`config.mk`:
```
export PLATFORM = sky130hd
export DESIGN_NAME = axi4_lite_write_master_flat
export DESIGN_NICKNAME = d
export VERILOG_FILES = /design/src/rtl/axi4_lite_write_master_if.sv /design/src/rtl/axi4_lite_write_master.sv /design/src/flat_wrapper.sv
export SDC_FILE = /design/constraint.sdc
export NUM_CORES = 1
export LEC_CHECK = 0
export ABC_AREA = 1
export ABC_CLOCK_PERIOD_IN_PS = 1300
export CORE_MARGIN = 2
export CORE_UTILIZATION = 36
export DETAILED_ROUTE_END_ITERATION = 16
export HOLD_SLACK_MARGIN = 0.05
export PLACE_DENSITY = 0.73
export SETUP_SLACK_MARGIN = 0.15
export SLEW_MARGIN = 20
export SYNTH_ARGS = -nofsm -noshare
export SYNTH_HDL_FRONTEND = slang
export SYNTH_SLANG_ARGS = --single-unit
```
`constraint.sdc`:
```
create_clock -name clk -period 1.3 [get_ports clk]
set_input_delay 0.26 -clock clk [delete_from_list [all_inputs] [get_ports clk]]
set_output_delay 0.26 -clock clk [all_outputs]
set_load 0.02 [all_outputs]
```
`src/rtl/axi4_lite_write_master_if.sv`:
```
// AXI4-lite write-channel bundle (AW, W, B) shared by the write master and the write slave.
interface axi4_lite_write_master_if #(
    parameter int ADDR_WIDTH = 32,
    parameter int DATA_WIDTH = 32
);
    logic [ADDR_WIDTH-1:0] M_AXI_AWADDR;
    logic                  M_AXI_AWVALID;
    logic                  M_AXI_AWREADY;
    logic [DATA_WIDTH-1:0] M_AXI_WDATA;
    logic [3:0]            M_AXI_WSTRB;
    logic                  M_AXI_WVALID;
    logic                  M_AXI_WREADY;
    logic [1:0]            M_AXI_BRESP;
    logic                  M_AXI_BVALID;
    logic                  M_AXI_BREADY;

    modport master (
        output M_AXI_AWADDR, M_AXI_AWVALID, M_AXI_WDATA, M_AXI_WSTRB, M_AXI_WVALID, M_AXI_BREADY,
        input  M_AXI_AWREADY, M_AXI_WREADY, M_AXI_BRESP, M_AXI_BVALID
    );

    modport slave (
        input  M_AXI_AWADDR, M_AXI_AWVALID, M_AXI_WDATA, M_AXI_WSTRB, M_AXI_WVALID, M_AXI_BREADY,
        output M_AXI_AWREADY, M_AXI_WREADY, M_AXI_BRESP, M_AXI_BVALID
    );
endinterface

```
`src/rtl/axi4_lite_write_master.sv`:
```
// Single-outstanding AXI4-lite write master: latches one store request, drives AW/W,
// collects B and reports completion with a one-cycle done pulse.
module axi4_lite_write_master #(
    parameter int ADDR_WIDTH = 32,
    parameter int DATA_WIDTH = 32
) (
    input  logic                  clk,
    input  logic                  rst,
    input  logic                  wr_req,
    output logic                  wr_ready,
    input  logic [ADDR_WIDTH-1:0] wr_addr,
    input  logic [DATA_WIDTH-1:0] wr_data,
    input  logic [3:0]            wr_byte_en,
    output logic                  wr_done,
    output logic [1:0]            wr_resp,
    output logic                  wr_err,
    axi4_lite_write_master_if.master m_axi
);

    typedef enum logic [1:0] {
        ST_IDLE,
        ST_ADDR_DATA,
        ST_ADDR_ONLY,
        ST_BRESP
    } state_t;

    state_t                r_state;
    logic [ADDR_WIDTH-1:0] r_addr;
    logic [DATA_WIDTH-1:0] r_data;
    logic [3:0]            r_strb;
    logic                  r_aw_done;
    logic                  r_awvalid;
    logic                  r_wvalid;
    logic                  r_bready;
    logic                  r_wr_ready;
    logic                  r_wr_done;
    logic [1:0]            r_wr_resp;
    logic                  r_wr_err;

    logic w_aw_hs;
    logic w_w_hs;

    assign w_aw_hs = r_awvalid && m_axi.M_AXI_AWREADY;
    assign w_w_hs  = r_wvalid && m_axi.M_AXI_WREADY;

    // NOTE: every register here uses <= so all state updates see pre-edge values.
    always_ff @(posedge clk) begin
        if (rst) begin
            r_state    <= ST_IDLE;
            r_addr     <= '0;
            r_data     <= '0;
            r_strb     <= '0;
            r_aw_done  <= 1'b0;
            r_awvalid  <= 1'b0;
            r_wvalid   <= 1'b0;
            r_bready   <= 1'b0;
            r_wr_ready <= 1'b1;
            r_wr_done  <= 1'b0;
            r_wr_resp  <= 2'b00;
            r_wr_err   <= 1'b0;
        end else begin
            r_wr_done <= 1'b0;
            r_wr_err  <= 1'b0;
            case (r_state)
                ST_IDLE: begin
                    if (wr_req && r_wr_ready) begin
                        r_addr     <= wr_addr;
                        r_data     <= wr_data;
                        r_strb     <= wr_byte_en;
                        r_aw_done  <= 1'b0;
                        r_awvalid  <= 1'b1;
                        r_wvalid   <= 1'b1;
                        r_wr_ready <= 1'b0;
                        r_state    <= ST_ADDR_DATA;
                    end
                end
                ST_ADDR_DATA: begin
                    // AWVALID stays up past its own handshake; r_aw_done remembers it was taken.
                    if (w_w_hs) begin
                        r_wvalid <= 1'b0;
                        if (m_axi.M_AXI_AWREADY || r_aw_done) begin
                            r_awvalid <= 1'b0;
                            r_bready  <= 1'b1;
                            r_state   <= ST_BRESP;
                        end else begin
                            r_state <= ST_ADDR_ONLY;
                        end
                    end else if (w_aw_hs) begin
                        r_aw_done <= 1'b1;
                    end
                end
                ST_ADDR_ONLY: begin
                    if (w_aw_hs) begin
                        r_awvalid <= 1'b0;
                        r_bready  <= 1'b1;
                        r_state   <= ST_BRESP;
                    end
                end
                ST_BRESP: begin
                    if (m_axi.M_AXI_BVALID) begin
                        r_wr_resp  <= m_axi.M_AXI_BRESP;
                        r_wr_done  <= 1'b1;
                        r_wr_err   <= (m_axi.M_AXI_BRESP != 2'b00);
                        r_bready   <= 1'b0;
                        r_wr_ready <= 1'b1;
                        r_state    <= ST_IDLE;
                    end
                end
                default: begin
                    r_state <= ST_IDLE;
                end
            endcase
        end
    end

    assign wr_ready            = r_wr_ready;
    assign wr_done             = r_wr_done;
    assign wr_resp             = r_wr_resp;
    assign wr_err              = r_wr_err;
    assign m_axi.M_AXI_AWADDR  = r_addr;
    assign m_axi.M_AXI_AWVALID = r_awvalid;
    assign m_axi.M_AXI_WDATA   = r_data;
    assign m_axi.M_AXI_WSTRB   = r_strb;
    assign m_axi.M_AXI_WVALID  = r_wvalid;
    assign m_axi.M_AXI_BREADY  = r_bready;

endmodule

```
`src/flat_wrapper.sv`:
```
// flat-port wrapper written by rule: the top's interface ports become plain ports
module axi4_lite_write_master_flat 
#(
    parameter int ADDR_WIDTH = 32,
    parameter int DATA_WIDTH = 32
)
  (clk, rst, wr_req, wr_ready, wr_addr, wr_data, wr_byte_en, wr_done, wr_resp, wr_err, m_axi_M_AXI_AWADDR, m_axi_M_AXI_AWVALID, m_axi_M_AXI_WDATA, m_axi_M_AXI_WSTRB, m_axi_M_AXI_WVALID, m_axi_M_AXI_BREADY, m_axi_M_AXI_AWREADY, m_axi_M_AXI_WREADY, m_axi_M_AXI_BRESP, m_axi_M_AXI_BVALID);
  axi4_lite_write_master_if #(.ADDR_WIDTH(ADDR_WIDTH), .DATA_WIDTH(DATA_WIDTH)) m_axi_i ();
  input  logic clk;
  input  logic rst;
  input  logic wr_req;
  output logic wr_ready;
  input  logic [ADDR_WIDTH-1:0] wr_addr;
  input  logic [DATA_WIDTH-1:0] wr_data;
  input  logic [3:0] wr_byte_en;
  output logic wr_done;
  output logic [1:0] wr_resp;
  output logic wr_err;
  output wire logic [$bits(m_axi_i.M_AXI_AWADDR)-1:0] m_axi_M_AXI_AWADDR;
  output wire logic [$bits(m_axi_i.M_AXI_AWVALID)-1:0] m_axi_M_AXI_AWVALID;
  output wire logic [$bits(m_axi_i.M_AXI_WDATA)-1:0] m_axi_M_AXI_WDATA;
  output wire logic [$bits(m_axi_i.M_AXI_WSTRB)-1:0] m_axi_M_AXI_WSTRB;
  output wire logic [$bits(m_axi_i.M_AXI_WVALID)-1:0] m_axi_M_AXI_WVALID;
  output wire logic [$bits(m_axi_i.M_AXI_BREADY)-1:0] m_axi_M_AXI_BREADY;
  input wire logic [$bits(m_axi_i.M_AXI_AWREADY)-1:0] m_axi_M_AXI_AWREADY;
  input wire logic [$bits(m_axi_i.M_AXI_WREADY)-1:0] m_axi_M_AXI_WREADY;
  input wire logic [$bits(m_axi_i.M_AXI_BRESP)-1:0] m_axi_M_AXI_BRESP;
  input wire logic [$bits(m_axi_i.M_AXI_BVALID)-1:0] m_axi_M_AXI_BVALID;
  assign m_axi_M_AXI_AWADDR = m_axi_i.M_AXI_AWADDR;
  assign m_axi_M_AXI_AWVALID = m_axi_i.M_AXI_AWVALID;
  assign m_axi_M_AXI_WDATA = m_axi_i.M_AXI_WDATA;
  assign m_axi_M_AXI_WSTRB = m_axi_i.M_AXI_WSTRB;
  assign m_axi_M_AXI_WVALID = m_axi_i.M_AXI_WVALID;
  assign m_axi_M_AXI_BREADY = m_axi_i.M_AXI_BREADY;
  assign m_axi_i.M_AXI_AWREADY = m_axi_M_AXI_AWREADY;
  assign m_axi_i.M_AXI_WREADY = m_axi_M_AXI_WREADY;
  assign m_axi_i.M_AXI_BRESP = m_axi_M_AXI_BRESP;
  assign m_axi_i.M_AXI_BVALID = m_axi_M_AXI_BVALID;
  axi4_lite_write_master #(.ADDR_WIDTH(ADDR_WIDTH), .DATA_WIDTH(DATA_WIDTH)) u_core (.clk(clk), .rst(rst), .wr_req(wr_req), .wr_ready(wr_ready), .wr_addr(wr_addr), .wr_data(wr_data), .wr_byte_en(wr_byte_en), .wr_done(wr_done), .wr_resp(wr_resp), .wr_err(wr_err), .m_axi(m_axi_i));
endmodule
```
# After elaboration in Yosys (flattened, before gate mapping)
# Cells that the tools add are included.
dict set report word_totals {
  memories 0
  latch_bits 0
  regBits 79
  ramBits 0
  mem_bits_ro 0
  input_bits 76
}
dict set report op_classes {
  muxes 24
  multipliers 0
  addsub 0
  n_eq_ne 10
  div_mod_pow 0
  order_cmp 0
  reduce_logical 20
  bitwise_logic 2
  shifts 0
}
# op count
set op_table {}
lappend op_table {{1-bit 2-to-1 mux} 14}
lappend op_table {{2-bit by 1-bit != test with 1-bit output, second input constant} 5}
lappend op_table {{5-bit AND reduction} 2}
lappend op_table {{2-bit 2-to-1 mux} 4}
lappend op_table {{2-bit case mux with 4 select lines} 1}
lappend op_table {{4-bit AND reduction} 2}
lappend op_table {{1-bit case mux with 2 select lines} 3}
lappend op_table {{1-bit case mux with 3 select lines} 2}
lappend op_table {{3-bit AND reduction} 2}
lappend op_table {{2-bit nonzero test} 3}
lappend op_table {{3-bit nonzero test} 2}
lappend op_table {{2-bit == test, second input constant} 2}
lappend op_table {{2-bit != test, second input constant} 2}
lappend op_table {{2-bit AND reduction} 2}
lappend op_table {{1-bit logical AND} 3}
lappend op_table {{3-bit OR reduction} 1}
lappend op_table {{2-bit by 1-bit == test with 1-bit output, second input constant} 1}
lappend op_table {{2-bit logical NOT} 1}
lappend op_table {{1-bit NOT} 2}
lappend op_table {{2-bit OR reduction} 1}
lappend op_table {{1-bit logical OR} 1}

# Longest topological paths before layout
dict set report depth {
  depth_word 4
  ltp_mapped 9
}

# Worst setup path after synthesis
# Ideal clock, no wire load.
dict set report synth_timing {
  kind {reg-to-reg}
  start {reg u_core.r_state[0]}
  end {reg u_core.r_wr_ready (netlist: u_core.wr_ready)}
  slack_ps -100
  path_buffers 2
  t_required_ps 1169
  period_less_slack_ps 1400
  arrival_time_ps 1270
  path_stages_with_launch 8
  path_cell_list {dfxtp_1 -> inv_1 -> ha_1 -> nand3_2 -> buf_6 -> buf_6 -> o21ai_1 -> nand3_1}
}
dict set report synth_between {
  elab_chain_len 3
}
# element line_no
set synth_lines {}
lappend synth_lines {{from (decl)} axi4_lite_write_master.sv:27} ;# state_t r_state;
lappend synth_lines {{from (signal assigned)} axi4_lite_write_master.sv:49} ;# r_state <= ST_IDLE;
lappend synth_lines {{from (signal assigned)} axi4_lite_write_master.sv:74} ;# r_state <= ST_ADDR_DATA;
lappend synth_lines {{from (signal assigned)} axi4_lite_write_master.sv:84} ;# r_state <= ST_BRESP;
lappend synth_lines {{2-bit == test or 2-bit logical NOT (tied branches)} axi4_lite_write_master.sv:64} ;# case (r_state)
lappend synth_lines {{2-bit != test (no source line), or another cell as far along} n/a}
lappend synth_lines {{3-bit AND reduction (no source line)} n/a}
lappend synth_lines {{to (signal assigned)} axi4_lite_write_master.sv:57} ;# r_wr_ready <= 1'b1;
lappend synth_lines {{to (signal assigned)} axi4_lite_write_master.sv:73} ;# r_wr_ready <= 1'b0;
lappend synth_lines {{to (signal assigned)} axi4_lite_write_master.sv:105} ;# r_wr_ready <= 1'b1;
lappend synth_lines {{to (decl)} axi4_lite_write_master.sv:35} ;# logic r_wr_ready;
# Several ways; a longest one is shown, not always the timed one.
# A chain may end at the register's enable or synchronous reset.

# Final worst setup path
dict set report layout_timing {
  start {reg u_core.r_state[0]}
  end {reg u_core.r_bready (netlist: u_core.m_axi.M_AXI_BREADY)}
}
dict set report layout_between {
  elab_chain_len 3
}
# element line_no
set layout_lines {}
lappend layout_lines {{2-bit == test or 2-bit by 1-bit == test with 1-bit output (tied branches)} axi4_lite_write_master.sv:64}
lappend layout_lines {{2-bit != test (no source line), or another cell as far along} n/a}
lappend layout_lines {{5-bit AND reduction (no source line)} n/a}
lappend layout_lines {{to (signal assigned)} axi4_lite_write_master.sv:56} ;# r_bready <= 1'b0;
lappend layout_lines {{to (signal assigned)} axi4_lite_write_master.sv:83} ;# r_bready <= 1'b1;
lappend layout_lines {{to (signal assigned)} axi4_lite_write_master.sv:95} ;# r_bready <= 1'b1;
lappend layout_lines {{to (decl)} axi4_lite_write_master.sv:34} ;# logic r_bready;
# Several ways; a longest one is shown, not always the timed one.

==> out/results.txt <==
FF+latch count, synth = 79
Die area = 9440 µm²
Initial Util = 37.6%
Clock share of power = 21.5%
CP cell instances = inv_4 -> buf_4 -> ha_4 -> nand2_4 -> nand2_4 -> nor2_4 -> nand2_1 -> nand2_1 -> nor2_1
Clock Sinks = 79
Std-Cell Rows = 33
Initial DRT Pass Iterations = 4
Die W = 97.1 µm
Slew of the pin with the lowest slew margin = 0.208 ns
Clock Tree Root = clkbuf_8
Final Hold Fails = 0
Synth async-reset ratio = 0%
Post-synth top flop = dfxtp_1
Slew margin rel. = 86.1%
CTS tree = yes
Ant diodes = 0
Critical path class = flop to flop
HPWL Detailed = 6.17 mm
RSZ-0062 raised after global routing = true
Yosys warnings = 0
Critical Path RT = 1.56 ns
GRT Total Usage = 19.0%
Final routed DRC violation total = 0
WL/cell = 14.0 µm
Sequential power share = 31.8%
DIE HEIGHT = 97.1 µm
Layout net count = 638
Crit path largest cell delay = 0.38 ns
Clk Latency, worst-skew pair = 0.36 ns
Synth area leader = dfxtp_1
Critical path's slowest cell = dfxtp_4
Number of synthesized flops with an enable pin = 0
Sequential fraction of the synthesis area = 50.6%
Final setup violating endpoints = 0
Largest net degree at the start of global routing = 37
Final cell count without fillers = 665
Routed WL = 9.30 mm
Top Ports = 152
Area grow syn2layout = 68.2%
Routed vias = 3089
Post-synthesis cell count = 386
Share of cells above drive strength 1 = 33.9%
Clock Path Buffers = 2
Core area = 8300 µm²
P_leak = 2.27 nW
Worst Setup End Kind = flop
First-iteration detailed-routing DRC count = 93
H-tree depth = 3
Worst Skew = 0.00992 ns
Post-synth top cells = dfxtp_1 (79), inv_1 (79), a21oi_1 (73), o21ai_0 (59), nand2_1 (24)
Syn_area_per_cell = 8.09 µm²
Port Buf Inserts = 151
Final Cycle Share = 97.5%
Internal power = 0.00692 W
Status = finished, final reports clean
Fin util = 63.3%
Global placement routability congestion = 0.759
Share of the synthesized area in the top cell type = 50.6%
Global-route wire length before repair = 14.7 mm
Vias in the first global route = 3091
Ranking of synthesized cells by area = dfxtp_1 (51%), a21oi_1 (12%), inv_1 (9.5%)
Crit-path max FO = 4
Distinct cells, synth = 18
CP Data Arrival Time = 1.52 ns
Slew Limit Fails = 0
Vias per std cell = 4.65
Antenna violations before repair = 0
Hold Crit Class = flop to flop
Post-synth net total = 469
CTS buffer count = 9
Clock slew at reported path FFs = 0.08 ns
CP Launch Type = flop
Placed insts = 641
Sw frac = 37.7%
FMAX = 789 MHz
Antenna viol nets, final = 0
Mapped Area = 3120 µm²
Fin crit period = 1.27 ns
Comb power frac = 46.6%
P_sw = 0.00419 W
Pwr dens = 2110 nW/µm²
Overflow after GRT = 0
Max-cap violations = 0
Worst vdd rail ir drop = 0.974 mV
Flop2flop setup slack = 0.03 ns
## cell usage in the layout (no fill, tap or decap), drive strengths merged
master	count
dfxtp	79
clkdlybuf4s50	75
nand2	24
nor2	13
ha	7
inv	81
clkbuf	12
nor3	1
o21ai	73
bufinv	4
buf	105
a21oi	73
o21a	1
or2	1
nand3	10
nand4	1
## critical path: cells and delay by family (launching register included)
kind,cells,cell delay (ns)
fa+ha+maj,1,0.16
buf+inv,2,0.18
flops,1,0.38
simple gates,6,0.45
## power groups by stage
stage	clock network, W	logic, W	registers, W
2_1_floorplan	0	0.00174	0.00445
3_5_place_dp	0	0.00465	0.00358
6_report	0.00239	0.00517	0.00354
5_1_grt	0.00254	0.00560	0.00362
4_1_cts	0.00245	0.00468	0.00351
3_3_place_gp	0	0.00455	0.00356
## worst paths after layout
| kind | from | to | cells after the start |
|---|---|---|---|
| setup reg to reg | u_core.r_state[0]$_SDFFE_PP0P_ | u_core.m_axi.M_AXI_BREADY$_SDFFE_PP0P_ | 9 |
| hold / removal | u_core.m_axi.M_AXI_WSTRB[0]$_SDFFE_PP0P_ | u_core.m_axi.M_AXI_WSTRB[0]$_SDFFE_PP0P_ | 2 |
| setup / recovery | u_core.r_state[0]$_SDFFE_PP0P_ | u_core.m_axi.M_AXI_BREADY$_SDFFE_PP0P_ | 9 |
| hold reg to reg | u_core.m_axi.M_AXI_WSTRB[0]$_SDFFE_PP0P_ | u_core.m_axi.M_AXI_WSTRB[0]$_SDFFE_PP0P_ | 2 |
## registers in the layout, indices dropped and copies added (netlist names), 2 cells and up
name and cells:
u_core.m_axi.M_AXI_AWADDR 32, u_core.m_axi.M_AXI_WDATA 32, u_core.m_axi.M_AXI_WSTRB 4, u_core.r_state 2, u_core.wr_resp 2
## cell type report
class	instances	area (µm²)
Multi-Input combinational cell	204	1350
Sequential cell	79	1590
Clock buffer	11	131
Inverter	80	305
Fill cell	741	3050
Tap cell	105	131
Clock inverter	5	129
Timing Repair Buffer	181	1620
## layer usage
layer | wire length [µm] | vias to the layer above | track usage, %
met5 | 0 | - | 0
li1 | - | 1569 | -
met1 | 3740 | 1403 | 21.6
met3 | 577 | 16 | 5.25
met4 | 196 | 0 | 7.91
met2 | 4780 | 101 | 33.6
## metrics by stage
| step | hold slack [ns] | TNS, ns | setup WS [ns] | total power, W | area, µm² |
|---|---|---|---|---|---|
| 2_1_floorplan | 0.319 | 0 | 0.0602 | 0.00620 | 3160 |
| 3_3_place_gp | 0.429 | -11.70 | -0.219 | 0.00811 | 4820 |
| 3_5_place_dp | 0.433 | -14.73 | -0.286 | 0.00823 | 4820 |
| 4_1_cts | 0.443 | 0 | 0.0492 | 0.0106 | 4990 |
| 5_1_grt | 0.454 | -0.466 | -0.0526 | 0.0118 | 5250 |
| 6_report | 0.441 | 0 | 0.0329 | 0.0111 | 5250 |
## logic make-up (layout without fill, tap and decap cells)
| kind of cell | count (synthesis) | after routing | share of synthesized area, % |
|---|---|---|---|
| compound gates | 147 | 147 | 23.6 |
| fa+ha+maj | 7 | 7 | 2.80 |
| buf+inv | 103 | 277 | 16.1 |
| flops | 79 | 79 | 50.6 |
| simple gates | 50 | 50 | 6.77 |
## what timing repair did
action,in CTS,in global routing
hold buffers,0,0
resized for setup,374,80
setup endpoints to repair,149,116
buffers inserted,5,0
pin swaps,9,7
gates cloned,2,1
Note: power is estimated with default switching activity, not from simulation.
